## config.mk

```make
export PLATFORM = sky130hd
export DESIGN_NAME = spike_step_scheduler
export DESIGN_NICKNAME = d
export VERILOG_FILES = /design/src/rtl/spike_step_scheduler.sv
export SDC_FILE = /design/constraint.sdc
export NUM_CORES = 1
export LEC_CHECK = 0
export BUFFER_PORTS_ARGS = -buffer_cell sky130_fd_sc_hd__buf_2
export CAP_MARGIN = 40
export CORE_ASPECT_RATIO = 0.7
export CORE_UTILIZATION = 35
export DETAILED_ROUTE_END_ITERATION = 8
export HOLD_SLACK_MARGIN = 0.02
export SYNTH_ARGS = -nofsm -noshare
export SYNTH_HDL_FRONTEND = slang
export SYNTH_SLANG_ARGS = --single-unit
```

## constraint.sdc

```tcl
create_clock -name clk -period 4.9 [get_ports clk]
set_clock_uncertainty 0.05 [all_clocks]
set_input_delay 0.49 -clock clk [delete_from_list [all_inputs] [get_ports clk]]
set_output_delay 0.49 -clock clk [all_outputs]
set_load 0.01 [all_outputs]
```

## src/rtl/spike_step_scheduler.sv

```systemverilog
// rtl/spike_step_scheduler.sv - per-timestep spike drain and synapse-row request sequencer
// Optional tick-overrun monitor ports are enabled by defining SCHED_OVERRUN_EN.
module spike_step_scheduler #(
  parameter int NR_DEPTH   = 16,
  parameter int SR_DEPTH   = 16384,
  parameter int FIFO_DEPTH = 16,
  parameter int TIME_WIDTH = 16,
  localparam int SIW  = (NR_DEPTH > 1) ? $clog2(NR_DEPTH) : 1,
  localparam int SAW  = (SR_DEPTH > 1) ? $clog2(SR_DEPTH) : 1,
  localparam int ROWS = SR_DEPTH / NR_DEPTH,
  localparam int RW   = (ROWS > 1) ? $clog2(ROWS) : 1,
  localparam int AW   = $clog2(FIFO_DEPTH),
  localparam int CW   = AW + 1
) (
  input  logic                  clk,
  input  logic                  reset,
  input  logic                  spk_valid,
  output logic                  spk_ready,
  input  logic [SIW-1:0]        spk_idx,
  input  logic                  tick,
  input  logic                  freeze,
  output logic                  sr_req_valid,
  input  logic                  sr_req_ready,
  output logic [SAW-1:0]        sr_addr,
  output logic                  sr_last,
  output logic                  busy,
  output logic                  step_done,
`ifdef SCHED_OVERRUN_EN
  output logic [TIME_WIDTH-1:0] time_index,
  output logic                  overrun,
  output logic [7:0]            overrun_cnt
`else
  output logic [TIME_WIDTH-1:0] time_index
`endif
);

  typedef enum logic [1:0] {IDLE, POP, ISSUE, DONE} state_t;

  state_t                  state;
  logic [SIW-1:0]          mem [FIFO_DEPTH];
  logic [AW-1:0]           wr_ptr;
  logic [AW-1:0]           rd_ptr;
  logic [CW-1:0]           count;
  logic [CW-1:0]           remaining;
  logic [RW-1:0]           row;
  logic [SAW-1:0]          addr_q;
  logic [SAW-1:0]          head_base;
  logic [TIME_WIDTH-1:0]   time_q;
  logic                    push;
  logic                    pop;
  logic                    hs;
  logic                    last_row;

  // Readiness comes only from the registered count, so a full FIFO never
  // accepts a spike in the same cycle one is popped.
  assign spk_ready    = (count < CW'(FIFO_DEPTH));
  assign push         = spk_valid & spk_ready;
  assign pop          = (state == POP) && !freeze && (remaining != '0);
  assign last_row     = (row == RW'(ROWS - 1));
  assign head_base    = SAW'(mem[rd_ptr]) * SAW'(ROWS);

  assign sr_req_valid = (state == ISSUE) && !freeze;
  assign hs           = sr_req_valid && sr_req_ready;
  assign sr_addr      = addr_q;
  assign sr_last      = (state == ISSUE) && last_row;
  assign busy         = (state != IDLE);
  assign step_done    = (state == DONE) && !freeze;
  assign time_index   = time_q;

  always_ff @(posedge clk) begin
    if (push) begin
      mem[wr_ptr] <= spk_idx;
    end
  end

  always_ff @(posedge clk or negedge reset) begin
    if (!reset) begin
      wr_ptr <= '0;
      rd_ptr <= '0;
      count  <= '0;
    end else begin
      if (push) begin
        wr_ptr <= wr_ptr + AW'(1);
      end
      if (pop) begin
        rd_ptr <= rd_ptr + AW'(1);
      end
      case ({push, pop})
        2'b10:   count <= count + CW'(1);
        2'b01:   count <= count - CW'(1);
        default: count <= count;
      endcase
    end
  end

  // The step size is snapshotted at the tick, so spikes arriving during the
  // step (or in the tick cycle itself) wait for the following step.
  always_ff @(posedge clk or negedge reset) begin
    if (!reset) begin
      state     <= IDLE;
      remaining <= '0;
      row       <= '0;
      addr_q    <= '0;
      time_q    <= '0;
    end else begin
      case (state)
        IDLE: begin
          if (tick) begin
            remaining <= count;
            state     <= POP;
          end
        end
        POP: begin
          if (!freeze) begin
            if (remaining == '0) begin
              state <= DONE;
            end else begin
              addr_q <= head_base;
              row    <= '0;
              state  <= ISSUE;
            end
          end
        end
        ISSUE: begin
          if (hs) begin
            if (last_row) begin
              remaining <= remaining - CW'(1);
              state     <= POP;
            end else begin
              row    <= row + RW'(1);
              addr_q <= addr_q + SAW'(1);
            end
          end
        end
        DONE: begin
          if (!freeze) begin
            time_q <= time_q + TIME_WIDTH'(1);
            state  <= IDLE;
          end
        end
        default: state <= IDLE;
      endcase
    end
  end

`ifdef SCHED_OVERRUN_EN
  always_ff @(posedge clk or negedge reset) begin
    if (!reset) begin
      overrun     <= 1'b0;
      overrun_cnt <= '0;
    end else if (tick && busy) begin
      overrun <= 1'b1;
      if (overrun_cnt != 8'hFF) begin
        overrun_cnt <= overrun_cnt + 8'd1;
      end
    end
  end
`endif

endmodule

```

Word-level counts from Yosys, hierarchy flattened:

Memories as Yosys holds them, arrays and structs flattened.
Index checks and enable logic that the tools add are counted.

* flip-flop bits (word level): 60
* memory bits (writable): 64
* bits of input ports: 10
* output and inout port bits: 35
* word-level logic and storage cells: 75
* memories kept: 1

* add/sub/neg operators: 8
* magnitude comparators: 1
* eq/ne operators: 13
* mux-type cells: 24
* bitwise operators: 2
* reduce and logical (&&, ||, !) cells: 18

Memory list
* mem: depth 16, bits a word 4, rd ports 1, clocked after Yosys merged registers in 0, wr ports 1, RTL line 40 `logic [SIW-1:0] mem [FIFO_DEPTH];`

Operators with widths (count)
* 14-bit two-way mux: 4
* 10-bit two-way mux: 4
* 14-bit case mux with 2 select lines: 1
* 10-bit case mux with 2 select lines: 1
* 5-bit case mux with 2 select lines: 2
* 16-bit by 1-bit adder with 16-bit output, second input constant: 1
* 5-bit two-way mux: 3
* 14-bit by 1-bit adder with 14-bit output, second input constant: 1
* 2-bit != test, second input constant: 7
* 10-bit by 1-bit adder with 10-bit output, second input constant: 1
* 10-bit equality test, second input constant: 1
* 2-bit two-way mux: 5
* 5-bit AND reduction: 2
* 5-bit by 1-bit subtractor with 5-bit output, second input constant: 2
* 4-bit by 1-bit adder with 4-bit output, second input constant: 2
* 2-bit case mux with 4 select lines: 1
* 2-bit nonzero test: 4
* 2-bit equality test, second input constant: 3
* 1-bit logical AND: 6
* 5-bit by 1-bit adder with 5-bit output, second input constant: 1
* 5-bit zero test: 1
* 5-bit < comparator, second input constant: 1
* 5-bit nonzero test: 1
* 2-bit by 1-bit equality test with 1-bit output, second input constant: 2
* other kinds (7): 9

Longest topological paths before layout:

Gate-level depths: netlist of run 1.

* depth after elaboration: 5
* gate-level depth with buffers: 15
* mapped depth without buffers: 13

Least setup slack after synthesis of run 1:

No wires, ideal clock.

* kind: in2reg
* start: in freeze
* end: reg count[4]
* setup time: 125 ps
* data arrival time: 2513 ps
* required time: 4725 ps
* path slack: 2213 ps
* stages: 13
* buffers on the path: 2
* cell sequence: or3b_1 > or2_0 > buf_6 > inv_2 > ha_1 > clkbuf_1 > xor2_1 > ha_1 > o211ai_1 > a21oi_1 > a31oi_1 > nor2_1 > xnor2_1

* word-level cells in the longest chain between the ends: 5
* elaborated cells on any way between the ends: 7
* classes of those cells: eq/ne: 2; mux: 1; reduce/logical: 4

Ends and longest elaborated chain
* start, declared: RTL line 21 `input logic freeze,`
* 1-bit zero test *
* 1-bit logical AND * (2 in a row): RTL line 58 `assign pop = (state == POP) && !freeze && (remaining != '0);`
* via pop: RTL line 50 `logic pop;`
* 2-bit by 1-bit equality test with 1-bit output or 2-bit equality test (tied branches): RTL line 88 `case ({push, pop})`
* 5-bit case mux with 2 select lines or 2-bit nonzero test (tied branches)
* end signal, assigned: RTL line 89 `2'b10: count <= count + CW'(1);`
* end signal, assigned: RTL line 90 `2'b01: count <= count - CW'(1);`
* end signal, assigned: RTL line 91 `default: count <= count;`
* end, declared: RTL line 43 `logic [CW-1:0] count;`

Mark *: on every way through the listed nets, which the timed path passes. The rest lies on a longest branch.
A chain may end at the register's enable or synchronous reset.

Worst setup path after layout of run 1:

* start: reg remaining[0]
* end: reg count[4]

* word-level cells in the longest chain between the ends: 4
* elaborated cells on any way between the ends: 6
* classes of those cells: eq/ne: 2; mux: 1; reduce/logical: 3

Ends and longest elaborated chain
* start, declared: RTL line 44 `logic [CW-1:0] remaining;`
* start signal, assigned: RTL line 109 `remaining <= count;`
* start signal, assigned: RTL line 127 `remaining <= remaining - CW'(1);`
* 5-bit nonzero test *: RTL line 58
* 1-bit logical AND *: RTL line 58
* via pop: RTL line 50
* 2-bit by 1-bit equality test with 1-bit output or 2-bit equality test (tied branches): RTL line 88
* 5-bit case mux with 2 select lines or 2-bit nonzero test (tied branches)

Marked as above.

==> impl_metrics.csv, run 1 <==
group,metric,value,unit
logic_synthesis,syn_avg_cell_area,12.2,µm²
clock_tree,clkTransAtPathRegs,0.05,ns
final_layout,antenna_cells,0,
floorplan,initial_utilization,35.8,%
clock_tree,cts.path.max_buffers,2,
final_layout,register_area,3420,µm²
clock_tree,cts_inserted_buffers,17,
global_route,grt_pass1_vias,3799,
critical_path,path_cells,"inv_1, ha_1, nor4b_1, or2_0, inv_2, ha_1, xor2_1, ha_1, o211ai_1, a21oi_1, a31oi_1, nor2_1, xnor2_1",
placed_design,dp_hpwl,8230,µm
job,maxCapViolCount,0,
clock_tree,htree_num_levels,4,
final_layout,multi_input_area,2230,µm²
final_layout,mostFrequentLayoutCell,"edfxtp_1",
critical_path,path_delay_family,"simple AND/OR/NAND/NOR gates",
sta,rsz0062_at_grt,"false",
clock_tree,cts_tree,"built",
logic_synthesis,ys_warn_count,0,
final_layout,fill_cells,1503,
critical_path,crit_path_max_fanout,10,
logic_synthesis,syn_inst,479,
floorplan,coreArea,16300,µm²
route,drt-total-wl,12300,µm
sta,final.min_clock_period,3.28,ns
route,top_layer_used,"met4",
floorplan,core.rowCount,39,
route,initialDrtViolationCount,288,
critical_path,required,5.14,ns
logic_synthesis,ys_seq_area_share,58.5,%
clock_tree,cts_setup_buffers,0,
critical_path,criticalPathCategory,"reg -> reg",
route,ant_nets,0,
sta,fin_ws,1.62,ns
global_route,antenna_found_initial,0,
clock_tree,postCtsHoldBufs,0,
final_layout,stdcell_count,761,
critical_path,cp-end-kind,"flop",
route,wl_met2,5630,µm
logic_synthesis,ys.flop_type,"edfxtp_1",
placed_design,placed_cell_area,6240,µm²
route,drt-met1-wl,6100,µm
logic_synthesis,synth.distinct_cells,62,
floorplan,dieArea,17200,µm²
min_path,hp-class,"in -> async",
floorplan,die_x,157,µm
sta,whs,0.181,ns
clock_tree,worst_skew_pair.late_latency,0.41,ns
floorplan,die_height,110,µm
critical_path,crit_buf_inv,2,
route,firstDrtPassIters,4,
placed_design,placed_cells_incl_taps,729,
route,drcViolationCount,0,
sta,finalSetupViolCount,0,
global_route,track_usage,15.4,%
placed_design,portBuffers,44,
clock_tree,clkSinkCount,124,
critical_path,slowest_stage,"or2_0",
global_route,grt_max_degree,61,
final_layout,mostFrequentLayoutCells,"edfxtp_1, dfrtp_1, nor2_1, buf_2, nand2_1",
power,power_per_cell_area,558,nW/µm²
clock_tree,cts_resized,0,
run_status,outcome,"finished, final reports clean",
global_route,overflow,0,
route,post_drt_wl_per_cell,16.2,µm
placed_design,dp_slack,1.67,ns
sta,fin_crit_sh,67.0,%
sta,final.setup.tns,0,ns
logic_synthesis,synthesis.area,5850,µm²
route,via_per_inst,5.11,
sta,max_freq,305,MHz
critical_path,cpMostUsedCell,"ha_1",
logic_synthesis,synthArstFlopShare,48.4,%
final_layout,nets,547,
final_layout,stdcell_area,6870,µm²
power,ir_drop,0.322,mV
logic_synthesis,ys_ff_latch,124,
critical_path,critPathArrivalTime,3.53,ns
sta,finalHoldViolCount,0,
clock_tree,cts_root_buf,"clkbuf_16",
critical_path,cp-start-kind,"flop",
logic_synthesis,synth_edf_count,64,
sta,worstMarginPinSlew,0.799,ns
power,p_leak,2.75,nW
floorplan,pin_count,45,
route,via_count,3886,
sta,slew_violations,0,
critical_path,cpPeakStageDelay,0.61,ns
logic_synthesis,syn_nets,503,
route,route.met3.wl,553,µm
sta,timing.slew.headroom,46.7,%
final_layout,area_growth,17.5,%
final_layout,layout-drive-gt1-share,20.9,%
placed_design,finalWeightedCongestion,0.780,
global_route,grt_pass1_wl,20000,µm
-- cell type report --
cell class	instances	area share, %
clock buffer	19	6.44
clock inverter	13	2.75
inverter	18	0.983
multi-input combinational	316	32.5
sequential	124	49.8
tap	225	4.10
timing repair buffer	46	3.42
-- worst paths after layout --
kind	endpoint	from	depth (start not counted)	slack (ns)
setup / recovery	count[4]	remaining[0]	13	1.62
hold / removal	time_index[4]	reset	2	0.18
setup reg to reg	count[4]	remaining[0]	13	1.62
hold reg to reg	time_index[15]	time_index[15]	1	0.41
max in group asynchronous	state[1]	reset	2	4.06
min in group clk	remaining[3]	tick	3	0.35
-- through the flow --
| step | utilization [%] | power (mW) |
|---|---|---|
| finish | 42.1 | 3.84 |
| detailed placement | 38.2 | 2.52 |
| global route | 42.1 | 4.07 |
| floorplan | - | 2.26 |
| CTS | 42.1 | 3.87 |
| global placement | 38.2 | 2.49 |
-- power by group --
group / leakage [nW] / internal, mW / total (mW) / switching (mW)
combinational: 1.09 / 0.452 / 0.988 / 0.536
sequential: 1.35 / 1.26 / 1.51 / 0.249
clock: 0.304 / 0.869 / 1.34 / 0.475
total: 2.75 / 2.58 / 3.84 / 1.26
-- layer usage --
| metal | GRT usage [%] | vias to the layer above |
|---|---|---|
| met1 | 21.3 | 1955 |
| met5 | 0 | - |
| met4 | 5.39 | 0 |
| li1 | - | 1847 |
| met3 | 4.07 | 8 |
| met2 | 23.6 | 76 |
-- sequential cells by signal, summed over array words and instances, names as in the netlist --
name,cells
rd_ptr,4
row,10
mem,64
state,2
wr_ptr,4
sr_addr,14
remaining,5
count,5
time_index,16
-- cells in the mapped netlist (all sizes together), types with 2 or more instances --
master | n | area share (%)
a211oi | 2 | 0.26
a21oi | 13 | 1.1
a31oi | 5 | 0.53
and2 | 3 | 0.36
and3 | 9 | 0.96
buf | 12 | 1.5
clkbuf | 9 | 0.58
dfrtp | 60 | 26
edfxtp | 64 | 33
ha | 14 | 3.0
inv | 18 | 1.2
mux2 | 4 | 0.77
mux2i | 8 | 1.4
mux4 | 15 | 5.8
nand2 | 43 | 2.8
nand2b | 6 | 0.64
nand3 | 21 | 1.8
nand4 | 7 | 0.86
nor2 | 49 | 3.1
nor2b | 5 | 0.53
nor3 | 10 | 0.94
nor4 | 5 | 0.64
o21ai | 35 | 3.4
o2bb2ai | 2 | 0.30
o31ai | 7 | 1.1
or3 | 3 | 0.32
xnor2 | 18 | 2.7
xor2 | 10 | 1.5
-- kinds of logic (layout without fill, tap and decap cells) --
kind of cell	after synthesis	in the layout	share of synthesized area [%]
flops	124	124	58.5
mux	27	27	7.91
buf+inv	39	96	3.27
xor+xnor	28	28	4.19
simple gates	168	168	14.1
fa+ha+maj	14	14	2.99
compound gates	79	79	9.05
Power figures use the tool's default switching activity.
==> run 2, diff against run 1 <==
Settings changed: ABC_AREA set to 1.
Clock period 4.9 ns to 3.4 ns, I/O delays scaled along.
==> impl_metrics.csv, run 2 <==
group,metric,value,unit
run_status,outcome,"finished, final reports clean",
floorplan,initial_utilization,35.8,%
min_path,hp-class,"in -> reg",
final_layout,area_growth,17.0,%
final_layout,multi_input_area,2260,µm²
floorplan,die_height,113,µm
sta,finalHoldViolCount,0,
floorplan,die_x,160,µm
logic_synthesis,ys_ff_latch,124,
route,ant_nets,0,
final_layout,stdcell_count,990,
placed_design,finalWeightedCongestion,0.800,
final_layout,fin_util,41.9,%
critical_path,criticalPathCategory,"reg -> reg",
critical_path,rr_startpoint,"remaining[1]",
critical_path,ff2ff_setup_slack,1.01,ns
critical_path,crit_buf_inv,3,
floorplan,dieArea,18100,µm²
critical_path,crit_cells,14,
placed_design,dp_slack,1.04,ns
power,power_per_cell_area,806,nW/µm²
floorplan,coreArea,17200,µm²
clock_tree,clkSinkCount,124,
logic_synthesis,syn_inst,696,
critical_path,path_cells,"inv_1, ha_1, nand3_1, nand3_1, inv_1, ha_1, xor2_1, ha_1, inv_1, nand2_1, a31oi_1, xor2_1, nand2_1, nand2_1",
sta,fin_crit_sh,70.2,%
clock_tree,cts_setup_buffers,0,
min_path,whs_endpoint,"state[0]",
global_route,grt_pass1_wl,22900,µm
power,power_frac_seq,35.8,%
global_route,busiest_layer,"met1",
final_layout,antenna_cells,0,
critical_path,worst-r2r-cell-count,14,
global_route,met2_usage,22.9,%
clock_tree,worst_skew_pair.late_latency,0.42,ns
power,clkPwrFrac,31.4,%
route,firstDrtPassIters,6,
clock_tree,cts.path.max_buffers,2,
sta,finalSetupViolCount,0,
sta,final.min_clock_period,2.39,ns
final_layout,register_area,3420,µm²
global_route,grt_use_met1,24.5,%
route,post_drt_wl_per_cell,13.8,µm
logic_synthesis,synthArstFlopShare,48.4,%
floorplan,core.rowCount,40,
critical_path,crit_path_max_fanout,6,
final_layout,fill_cells,1673,
route,via_count,4584,
logic_synthesis,netlist_top_cells_count,"nand2_1, inv_1, nand3_1",
logic_synthesis,synth_most_common_cell,"nand2_1",
route,via_per_inst,4.63,
logic_synthesis,synth_top_area_share,31.3,%
critical_path,cp-end-kind,"flop",
placed_design,placed_cells_incl_taps,957,
final_layout,layout-drive-gt1-share,13.2,%
clock_tree,cts_tree,"built",
sta,fin_ws,1.01,ns
route,initialDrtViolationCount,296,
critical_path,slowest_stage,"dfrtp_1",
power,switchingPower,2.25,mW
logic_synthesis,synth.distinct_cells,32,
critical_path,required,3.71,ns
clock_tree,cts_root_buf,"clkbuf_16",
placed_design,dp_hpwl,9290,µm
critical_path,cp-start-kind,"flop",
floorplan,pin_count,45,
sta,final.setup.tns,0,ns
power,ir_drop,0.366,mV
global_route,grt_max_degree,49,
power,p_leak,3.31,nW
logic_synthesis,ys_top_cells_by_area,"edfxtp_1, dfrtp_1, nand2_1",
clock_tree,cts_resized,0,
final_layout,largest_reg_flops,64,
placed_design,portBuffers,44,
final_layout,nets,770,
global_route,antenna_found_initial,0,
critical_path,critPathArrivalTime,2.70,ns
global_route,use_met3,3.74,%
sta,worstMarginPinSlew,0.769,ns
global_route,grt_pass1_vias,4415,
critical_path,r2r_end,"count[4]",
logic_synthesis,synth_top_area_cell,"edfxtp_1",
final_layout,mostFrequentLayoutCells,"nand2_1, inv_1, nand3_1, edfxtp_1, dfrtp_1",
clock_tree,clkTransAtPathRegs,0.06,ns
min_path,holdPathStages,4,
critical_path,cpPeakStageDelay,0.38,ns
final_layout,mostFrequentLayoutCell,"nand2_1",
logic_synthesis,ys.flop_type,"edfxtp_1",
global_route,track_usage,16.3,%
logic_synthesis,ys_warn_count,0,
clock_tree,postCtsHoldBufs,1,
power,p_int,3.54,mW
logic_synthesis,syn_nets,720,
logic_synthesis,synthesis.area,6140,µm²
min_path,min_from,"freeze",
logic_synthesis,syn_avg_cell_area,8.82,µm²
logic_synthesis,ys_seq_area_share,55.8,%
critical_path,path_delay_family,"adder cells",
clock_tree,htree_num_levels,4,
power,power_frac_comb,32.7,%
sta,slew_violations,0,
route,drcViolationCount,0,
final_layout,regMostFlops,"mem",
sta,max_freq,419,MHz
power,p_sw_share,38.8,%
sta,whs,0.258,ns
sta,rsz0062_at_grt,"false",
route,drt-total-wl,13600,µm
job,maxCapViolCount,0,
clock_tree,cts_inserted_buffers,17,
logic_synthesis,synth_edf_count,64,
sta,timing.slew.headroom,48.6,%
global_route,overflow,0,
run 2: cell count changes after synthesis, moves of 7 or more:
| cell | change |
|---|---|
| a21oi_1 | +12 |
| inv_1 | +70 |
| xor2_1 | +9 |
| mux2i_1 | -8 |
| nand3_1 | +46 |
| o21ai_0 | +18 |
| mux4_2 | -15 |
| nor2_2 | +8 |
| nand2_1 | +166 |
| xnor2_1 | -9 |
| o21ai_1 | -19 |
| buf_2 | +7 |
| and3_1 | -9 |
run 2: kinds of logic (layout without fill, tap and decap cells):
logic type               after synthesis  after routing  synth area share [%]
AND/OR/NAND/NOR                      359            359                  25.0
flip-flops                           124            124                  55.8
XOR/XNOR                              28             28                  3.99
buffers and inverters                113            176                  7.48
adder cells (fa/ha/maj)               14             14                  2.85
AO/OA/AOI/OAI                         58             58                  4.87
run 2: metal layers:
layer,part of all wire (%),up-vias
li1,-,2338
met3,4.4,7
met4,0.66,0
met1,54,2136
met5,0,-
met2,41,103
run 2: per-stage QoR:
stage / instance area, µm² / total power [mW]
floorplan: 6140 / 3.46
global placement: 6590 / 3.97
detailed placement: 6590 / 3.99
CTS: 7180 / 5.82
global route: 7180 / 6.19
finish: 7180 / 5.79
run 2: cell type report:
class | instances | area share [%]
multi-input combinational | 459 | 31.4
tap | 231 | 4.02
timing repair buffer | 52 | 3.94
inverter | 92 | 4.81
sequential | 124 | 47.6
clock buffer | 17 | 5.92
clock inverter | 15 | 2.25
run 2: how the worst max path moves through the flow:
stage                     endpoint         start
after CTS                 count[4]  remaining[1]
final                     count[4]  remaining[1]
after detailed placement  count[4]  remaining[0]
after global placement    count[4]  remaining[0]
after floorplan           count[4]  remaining[0]
after global routing      count[4]      state[0]
run 2: power groups by stage:
stage          Clock, mW  Sequential, mW  Combinational (mW)
2_1_floorplan          0            2.06                1.40
3_3_place_gp           0            2.10                1.87
3_5_place_dp           0            2.10                1.89
4_1_cts             1.84            2.08                1.91
5_1_grt             1.91            2.11                2.17
6_report            1.82            2.07                1.89
run 2: tightest hold or removal path: cells and delay by family:
family,cells,cell delay (ns)
AOI/OAI and AO/OA,2,0.18
buffers and inverters,1,0.09
and+or+nand+nor,1,0.06
